File: src/rtl/uart_tx_sched.sv
// uart_tx_sched: shares the TX FIFO write port between two byte producers
// (round-robin) and drains the FIFO into the UART transmitter one byte at a
// time using a tx_start / tx_done_tick handshake.
//
// Optional feature macro: UART_CTS_EN
//   defined   - a byte is popped only while cts_n=0 (checked in IDLE only)
//   undefined - sending is always permitted and cts_n is ignored
//
// Drain FSM
//   state    | meaning
//   ---------+-----------------------------------------------------------
//   ST_IDLE  | no byte in flight; pop the FIFO head when one is available
//   ST_START | tx_data holds the popped byte; tx_start pulses this cycle
//   ST_WAIT  | transmitter busy; leave on tx_done_tick

module uart_tx_sched #(
  parameter int B     = 8,
  parameter int CNT_W = 16
) (
  input  logic             clk,
  input  logic             reset,

  input  logic             req0_valid,
  input  logic [B-1:0]     req0_data,
  output logic             req0_ready,

  input  logic             req1_valid,
  input  logic [B-1:0]     req1_data,
  output logic             req1_ready,

  output logic             fifo_wr,
  output logic [B-1:0]     fifo_wr_data,
  input  logic             fifo_full,

  output logic             fifo_rd,
  input  logic [B-1:0]     fifo_rd_data,
  input  logic             fifo_empty,

  output logic             tx_start,
  output logic [B-1:0]     tx_data,
  input  logic             tx_done_tick,

  input  logic             cts_n,

  output logic             busy,
  output logic [CNT_W-1:0] tx_count
);

  localparam logic [1:0] ST_IDLE  = 2'd0;
  localparam logic [1:0] ST_START = 2'd1;
  localparam logic [1:0] ST_WAIT  = 2'd2;

  logic       rr;
  logic       grant0;
  logic       grant1;
  logic       send_ok;
  logic       pop;
  logic [1:0] state;
  logic [1:0] state_nxt;

  // Write arbiter: grant the lone requester, or the one rr points at when both ask.
  always_comb begin
    grant0 = 1'b0;
    grant1 = 1'b0;
    if (!reset && !fifo_full) begin
      if (req0_valid && (!req1_valid || !rr)) begin
        grant0 = 1'b1;
      end else if (req1_valid) begin
        grant1 = 1'b1;
      end
    end
  end

  assign req0_ready   = grant0;
  assign req1_ready   = grant1;
  assign fifo_wr      = grant0 | grant1;
  // With no grant the data is a don't-care, so req0 is passed through.
  assign fifo_wr_data = grant1 ? req1_data : req0_data;

  // Priority pointer moves past whoever was just granted.
  always_ff @(posedge clk) begin
    if (reset) begin
      rr <= 1'b0;
    end else if (grant0) begin
      rr <= 1'b1;
    end else if (grant1) begin
      rr <= 1'b0;
    end
  end

`ifdef UART_CTS_EN
  assign send_ok = ~cts_n;
`else
  logic unused_cts;
  assign unused_cts = cts_n;
  assign send_ok    = 1'b1;
`endif

  // Pop only from IDLE, so at most one FIFO read per transmitted byte.
  assign pop     = !reset && (state == ST_IDLE) && !fifo_empty && send_ok;
  assign fifo_rd = pop;

  // Drain FSM next-state logic.
  always_comb begin
    state_nxt = state;
    case (state)
      ST_IDLE:  if (pop) state_nxt = ST_START;
      ST_START: state_nxt = ST_WAIT;
      ST_WAIT:  if (tx_done_tick) state_nxt = ST_IDLE;
      default:  state_nxt = ST_IDLE;
    endcase
  end

  // Drain FSM registers: state, busy flag, start pulse, byte latch, sent-byte counter.
  always_ff @(posedge clk) begin
    if (reset) begin
      state    <= ST_IDLE;
      busy     <= 1'b0;
      tx_start <= 1'b0;
      tx_data  <= '0;
      tx_count <= '0;
    end else begin
      state    <= state_nxt;
      busy     <= (state_nxt != ST_IDLE);
      // tx_start is high exactly in the cycle the FSM sits in START.
      tx_start <= pop;
      if (pop) begin
        tx_data <= fifo_rd_data;
      end
      if (state == ST_START) begin
        tx_count <= tx_count + CNT_W'(1);
      end
    end
  end

endmodule

File: config.mk
export PLATFORM = sky130hd
export DESIGN_NAME = uart_tx_sched
export DESIGN_NICKNAME = d
export VERILOG_FILES = /design/src/rtl/uart_tx_sched.sv
export SDC_FILE = /design/constraint.sdc
export NUM_CORES = 1
export LEC_CHECK = 0
export CAP_MARGIN = 20
export CORE_ASPECT_RATIO = 0.5
export CORE_MARGIN = 5
export CORE_UTILIZATION = 30
export DETAILED_ROUTE_END_ITERATION = 16
export DONT_BUFFER_PORTS = 1
export SLEW_MARGIN = 15
export SYNTH_ARGS = -nofsm -noshare
export SYNTH_HDL_FRONTEND = slang
export SYNTH_SLANG_ARGS = --single-unit
File: constraint.sdc
create_clock -name clk -period 3.6 [get_ports clk]
set_input_delay 0.54 -clock clk [delete_from_list [all_inputs] [get_ports clk]]
set_output_delay 0.54 -clock clk [all_outputs]
set_load 0.03 [all_outputs]
# Word level (Yosys, flattened, before mapping)

Cells that the tools add are included.

Output and inout bits: 38
Logic and storage cells: 34
Flip-flop bits (word level): 29
Bits of input ports: 32

Eq/ne operators: 2
Reduce and logical (&&, ||, !) cells: 13
$add $sub $neg: 1
Muxes and demuxes: 11
Bitwise operators: 1

Operators with widths:

| kind                    | count |
|---|---|
| $add A16 B1 Y16 const B | 1 |
| $mux W8                 | 1 |
| $mux W1                 | 7 |
| $pmux W2 S3             | 1 |
| $logic_not A1 Y1        | 5 |
| $logic_and A1 B1 Y1     | 4 |
| $mux W2                 | 2 |
| $reduce_bool A2 Y1      | 2 |
| $eq A2 B1 Y1 const B    | 1 |
| $eq A2 B2 Y1 const B    | 1 |
| $logic_not A2 Y1        | 1 |
| $logic_or A1 B1 Y1      | 1 |
| $or A1 B1 Y1            | 1 |

# Logic depth before layout (Yosys ltp)

Gate-level depths: netlist (run 1).

Depth after elaboration: 7
Gate-level depth with buffers: 5
Depth with buffers taken out: 5

# Worst setup path before layout (run 1)

Ideal clock, no wire load.

Path kind: input-to-output
Start point: in reset
End point: out fifo_wr_data[0]
Data arrival time: 1408 ps
Stages on the path: 3
Path buffers: 0
Setup slack: 1652 ps
Data required time: 3060 ps
Cell sequence: nor2_1 nand3_1 mux2_2

Cells in the longest elaborated chain, start to end: 4

RTL lines:

| what                | line | source |
|---|---|---|
| from (decl)         | 21   | `input logic reset,` |
| $logic_not A1 Y1    | 65   | `if (!reset && !fifo_full) begin` |
| $logic_and A1 B1 Y1 | 65   |  |
| $mux W1             | 65   |  |
| $mux W8             | 78   | `assign fifo_wr_data = grant1 ? req1_data : req0_data;` |
| to (decl)           | 32   | `output logic [B-1:0] fifo_wr_data,` |

Every way passes these cells.

# Worst setup path after layout (run 1)

Start point: in reset
End point: out fifo_wr_data[2]

The elaborated chain is that of the path after synthesis.

==> flow_summary.yaml, run 1 <==
run_status:
  status: "finished, final reports clean"
floorplanning:
  die_x_um: 101.4
  fp.coreArea_um2: 3964
  fp-row-count: 16
  dieArea_um2: 5650
  io_pins: 70
  chipHeight_um: 55.71
  initial_core_util_pct: 31.63
pwr:
  power_density_nw_per_um2: 525.8
  vdd_drop_max_v: 0.0001720
  p_leak_nw: 0.5036
  report.power.total_uw: 757.9
place:
  dpl_worst_slack_ps: 1543
  dp_hpwl_um: 2306
  gp_congestion: 0.6867
  io_buffer_count: 0
  placed_area_um2: 1325
clocking:
  holdBufCountCts: 0
  cts_tree: "yes"
  post_cts_buffers: 0
  clock-sinks: 29
  root_buffer: "clkbuf_8"
  cts_buffers: 5
  cts_max_path_buffers: 2
  clock_latency_ps: 270
  path_clk_slew_ps: 70
  cts_resized: 0
  htreeDepth: 2
logic_synthesis:
  synth_edf_count: 0
  synth.area.top_cells: "dfxtp_1 46%, mux2_2 7.2%, nand2_1 6.9%"
  yosysUniqueCellTypes: 32
  synth_cells: 141
  synth_area_per_cell_um2: 8.892
  yosysWarningCount: 0
  synth_seq_cells: 29
  synth_top_cell_by_area: "dfxtp_1"
  yosysMostFrequentCell: "dfxtp_1"
  syn-num-nets: 174
  synth_common_cells: "29 x dfxtp_1, 23 x nand2_1, 15 x nor2_1, 11 x o21ai_0, 8 x mux2_2"
  yosysTopAreaCellShare_pct: 46.31
  synth_flop_cell: "dfxtp_1"
  async_flop_share_pct: 0
  ys_seq_area_share_pct: 46.31
  syn-cell-area_um2: 1254
global_route:
  overflow: 0
  grtUsageTotal_pct: 10.66
  grt_max_degree: 22
  grt_pass1_wl_um: 4740
  antenna_found_initial: 0
  grt_pass1_vias: 939
timing:
  grt_setup_unrepaired: "no"
  drv_slew: 0
  setup_tns_ps: 0
  hold_viol: 0
  slew_headroom_pct: 51.26
  skew_ps: 6.380
  fin_crit_ps: 2066
  timing_worst_slew_pin_value_ps: 731.1
  final-setup-viol-count: 0
  period_share_pct: 57.40
  fmax_ghz: 0.4839
  setup_slack_ps: 1534
final_layout:
  drive_above_1_share_pct: 13.61
  num_antenna_cells: 0
  area_growth_syn_to_layout_pct: 14.97
  multi_input_area_um2: 661.9
  design_area_um2: 1441
  layout.nets: 179
  regArea_um2: 580.6
  fill_cells: 413
drt:
  num_vias: 996
  route.met2.wl_um: 1482
  drt-met1-wl_um: 1195
  drc_errors: 0
  antenna_left: 0
  via_per_inst: 4.955
  drt-initial-drc-count: 20
  wl_per_cell_um: 14.88
  top_layer: "met4"
  met3_length_um: 282
  wl_um: 2991
  dr.pass1.iters: 4
worst_setup_path:
  cp_cell_sequence: "nor2_1 > nand3_1 > mux2_2"
  worstPathArrival_ps: 1530
  worst_path_largest_cell_delay_ps: 480
  path_buf_inv: 0
  path_max_fanout: 21
  required_ps: 3060
  crit_family: "simple AND/OR/NAND/NOR gates"
  end_kind: "output port"
  slowest_stage: "mux2_2"
  cp-start-kind: "input pin"
  critPathKind: "input pin to output port"
worst_hold_path:
  min_path_type: "input pin to register"
run:
  max_cap_viol_count: 0
## cells by family after synthesis
family,Yosys count,synth area share [%]
muxes,9,7.984
buffers and inverters,5,1.595
and+or+nand+nor,66,26.45
DFF,29,46.31
xor gates and xnor gates,11,7.684
AOI/OAI and AO/OA,20,8.981
adders and majority gates,1,0.9978
## flip-flops by register name (all words and copies together) (netlist names)
register	flops
busy	1
rr	1
tx_start	1
tx_count	16
tx_data	8
state	2
## report_power, final
group | internal (mW) | switching [mW]
Clock | 0.225 | 0.118
Combinational | 0.0175 | 0.0328
Sequential | 0.334 | 0.0307
## layout by cell type (no fill, tap or decap), types with 2 or more instances in the layout
cell	n
a21oi_1	5
and3_1	2
clkbuf_8	6
dfxtp_1	29
mux2_2	8
nand2_1	23
nand4_1	7
nor2_1	15
nor3_1	2
nor4_1	5
o21a_1	2
o21ai_0	11
or3_1	3
xnor2_1	5
xor2_1	6
## layer usage
| layer | vias up | GRT usage, % |
|---|---|---|
| met5 | - | 0 |
| met4 | 0 | 6.061 |
| met3 | 4 | 5.006 |
| met2 | 47 | 17.75 |
| met1 | 445 | 10.97 |
| li1 | 500 | - |
## path summary, 6_finish.rpt
kind / from / end / slack (ps) / cells past startpoint
hold / removal: reset / tx_count[0]$_SDFFE_PP0N_ / 330 / 1
hold reg to reg: rr$_SDFFE_PP0P_ / rr$_SDFFE_PP0P_ / 520 / 1
setup reg to reg: tx_count[0]$_SDFFE_PP0N_ / tx_count[14]$_SDFFE_PP0N_ / 1810 / 5
setup / recovery: reset / fifo_wr_data[2] / 1530 / 3
## per-stage QoR
step | instances | hold slack [ps] | utilization [%]
after floorplan | 141 | 475.0 | -
after global placement | 193 | 486.0 | 33.43
after detailed placement | 193 | 504.6 | 33.43
after CTS | 201 | 316.5 | 36.36
after global routing | 201 | 304.1 | 36.36
final | 201 | 332.3 | 36.36
## layout make-up
| class | instances | share of cell area [%] |
|---|---|---|
| clock inverters | 1 | 2.083 |
| multi-input cells | 107 | 45.92 |
| repair buffers | 1 | 0.5208 |
| inverters | 2 | 0.5208 |
| clock buffers | 7 | 5.990 |
| well taps | 54 | 4.688 |
| flip-flops and latches | 29 | 40.28 |
Note: power is estimated with default switching activity, not from simulation.
==> run 2: changes to the inputs <==
==> constraint.sdc (replaced) <==
create_clock -name clk -period 1.7 [get_ports clk]
set_input_delay 0.255 -clock clk [delete_from_list [all_inputs] [get_ports clk]]
set_output_delay 0.255 -clock clk [all_outputs]
set_load 0.03 [all_outputs]
==> flow_summary.yaml, run 2 (synthesized netlist as in run 1, its figures left out) <==
timing:
  fin_crit_ps: 1612
  slew_headroom_pct: 76.41
  timing_worst_slew_pin_value_ps: 353.1
  grt_setup_unrepaired: "no"
  drv_slew: 0
  skew_ps: 5.489
  holdWs_ps: 43.44
  final-setup-viol-count: 0
  setup_tns_ps: 0
  hold_viol: 0
  fmax_ghz: 0.6204
  period_share_pct: 94.82
global_route:
  overflow: 0
  grt_pass1_vias: 1042
  grt_max_degree: 22
  grt_pass1_wl_um: 5216
  antenna_found_initial: 0
  grtUsageTotal_pct: 11.80
drt:
  antenna_left: 0
  dr.pass1.iters: 4
  num_vias: 1082
  wl_per_cell_um: 14.58
  drt-initial-drc-count: 41
  drc_errors: 0
  wl_um: 3208
  via_per_inst: 4.918
clocking:
  cts_max_path_buffers: 2
  root_buffer: "clkbuf_8"
  htreeDepth: 2
  clock-sinks: 29
  cts_buffers: 5
  cts_tree: "yes"
  path_clk_slew_ps: 60
  clock_latency_ps: 280
  post_cts_buffers: 0
  holdBufCountCts: 0
final_layout:
  largest_reg_flops: 16
  num_antenna_cells: 0
  layout_common_cells: "29 x dfxtp_1, 23 x nand2_1, 20 x buf_4, 15 x nor2_1, 11 x o21ai_0"
  fin_cells: 220
  regMostFlops: "tx_count"
  regArea_um2: 580.6
  area_growth_syn_to_layout_pct: 28.54
  top_regs: "tx_count: 16 flops, tx_data: 8 flops, state: 2 flops"
  design_area_um2: 1612
  multi_input_area_um2: 704.4
  drive_above_1_share_pct: 24.70
  layout.nets: 198
  fill_cells: 405
  layout_commonest_cell: "dfxtp_1"
run_status:
  status: "finished, final reports clean"
worst_setup_path:
  path_max_fanout: 10
  worstPathArrival_ps: 1360
  end_kind: "output port"
  worst_path_largest_cell_delay_ps: 400
  slowest_stage: "mux2_4"
  cp_cell_sequence: "nand2b_1 > nand3_4 > mux2_4"
  required_ps: 1440
  critPathKind: "register to output port"
  cp-start-kind: "register"
pwr:
  report.power.total_mw: 1.519
  power_density_nw_per_um2: 942.5
  p_seq_share_pct: 50.4
  p_int_mw: 1.122
  p_leak_nw: 0.6441
  p_switching_uw: 396.5
  pwr-share-clk_pct: 40.9
  p_sw_share_pct: 26.10
  vdd_drop_max_v: 0.0002851
  comb_power_share_pct: 8.7
worst_hold_path:
  min_path_type: "input pin to register"
floorplanning:
  die_x_um: 101.4
  fp.coreArea_um2: 3964
  initial_core_util_pct: 31.63
  chipHeight_um: 55.71
  io_pins: 70
  fp-row-count: 16
  dieArea_um2: 5650
place:
  dp_hpwl_um: 2459
  io_buffer_count: 0
  placed_area_um2: 1468
  dp.cells: 212
  gp_congestion: 0.7160
run:
  max_cap_viol_count: 0
[run 2: what timing repair did]
item	4_1_cts	5_1_grt
gates resized for setup	1	9
endpoints found under the setup margin	8	8
cloned	0	0
pin swaps	0	1
[run 2: layout make-up]
| class | count | area share (%) |
|---|---|---|
| tap | 54 | 4.193 |
| inverter | 2 | 0.4658 |
| clock inverter | 1 | 0.3106 |
| clock buffer | 7 | 5.978 |
| multi-input combinational | 107 | 43.71 |
| sequential | 29 | 36.02 |
| timing repair buffer | 20 | 9.317 |
[run 2: metrics by stage]
step                setup WS [ps]  util [%]
floorplan                   100.5         -
global placement            256.2     37.03
detailed placement          221.3     37.03
CTS                         46.53     39.71
global route                4.563     40.66
finish                      88.12     40.66
[run 2: final timing paths]
check | from | endpoint | slack (ps) | cells past startpoint
hold / removal | reset | tx_count[3]$_SDFFE_PP0N_ | 40 | 1
setup reg to reg | state[0]$_SDFF_PP0_ | tx_count[15]$_SDFFE_PP0N_ | 220 | 4
hold reg to reg | rr$_SDFFE_PP0P_ | rr$_SDFFE_PP0P_ | 530 | 1
setup / recovery | rr$_SDFFE_PP0P_ | fifo_wr_data[2] | 90 | 3
[run 2: metal layers]
metal  vias up  wire length [um]  part of all wire (%)  track usage, %
li1        539                 -                     -               -
met1       483              1282                    40           12.07
met2        50              1567                    49           19.42
met3        10               259                   8.1           5.257
met4         0                99                   3.1           7.765
met5         -                 0                     0               0
[run 2: critical path: cells and delay by family, from the launching register on]
family | cells | cell delay (ps)
flip-flops | 1 | 350
AND/OR/NAND/NOR | 2 | 330
multiplexers | 1 | 400
[run 2: power by group through the flow]
stage	Combinational [mW]	Clock, mW	Sequential (mW)
after floorplan	0.101	0	0.780
after global placement	0.118	0	0.780
after detailed placement	0.122	0	0.781
after CTS	0.123	0.649	0.765
after global routing	0.144	0.680	0.768
final	0.132	0.622	0.765
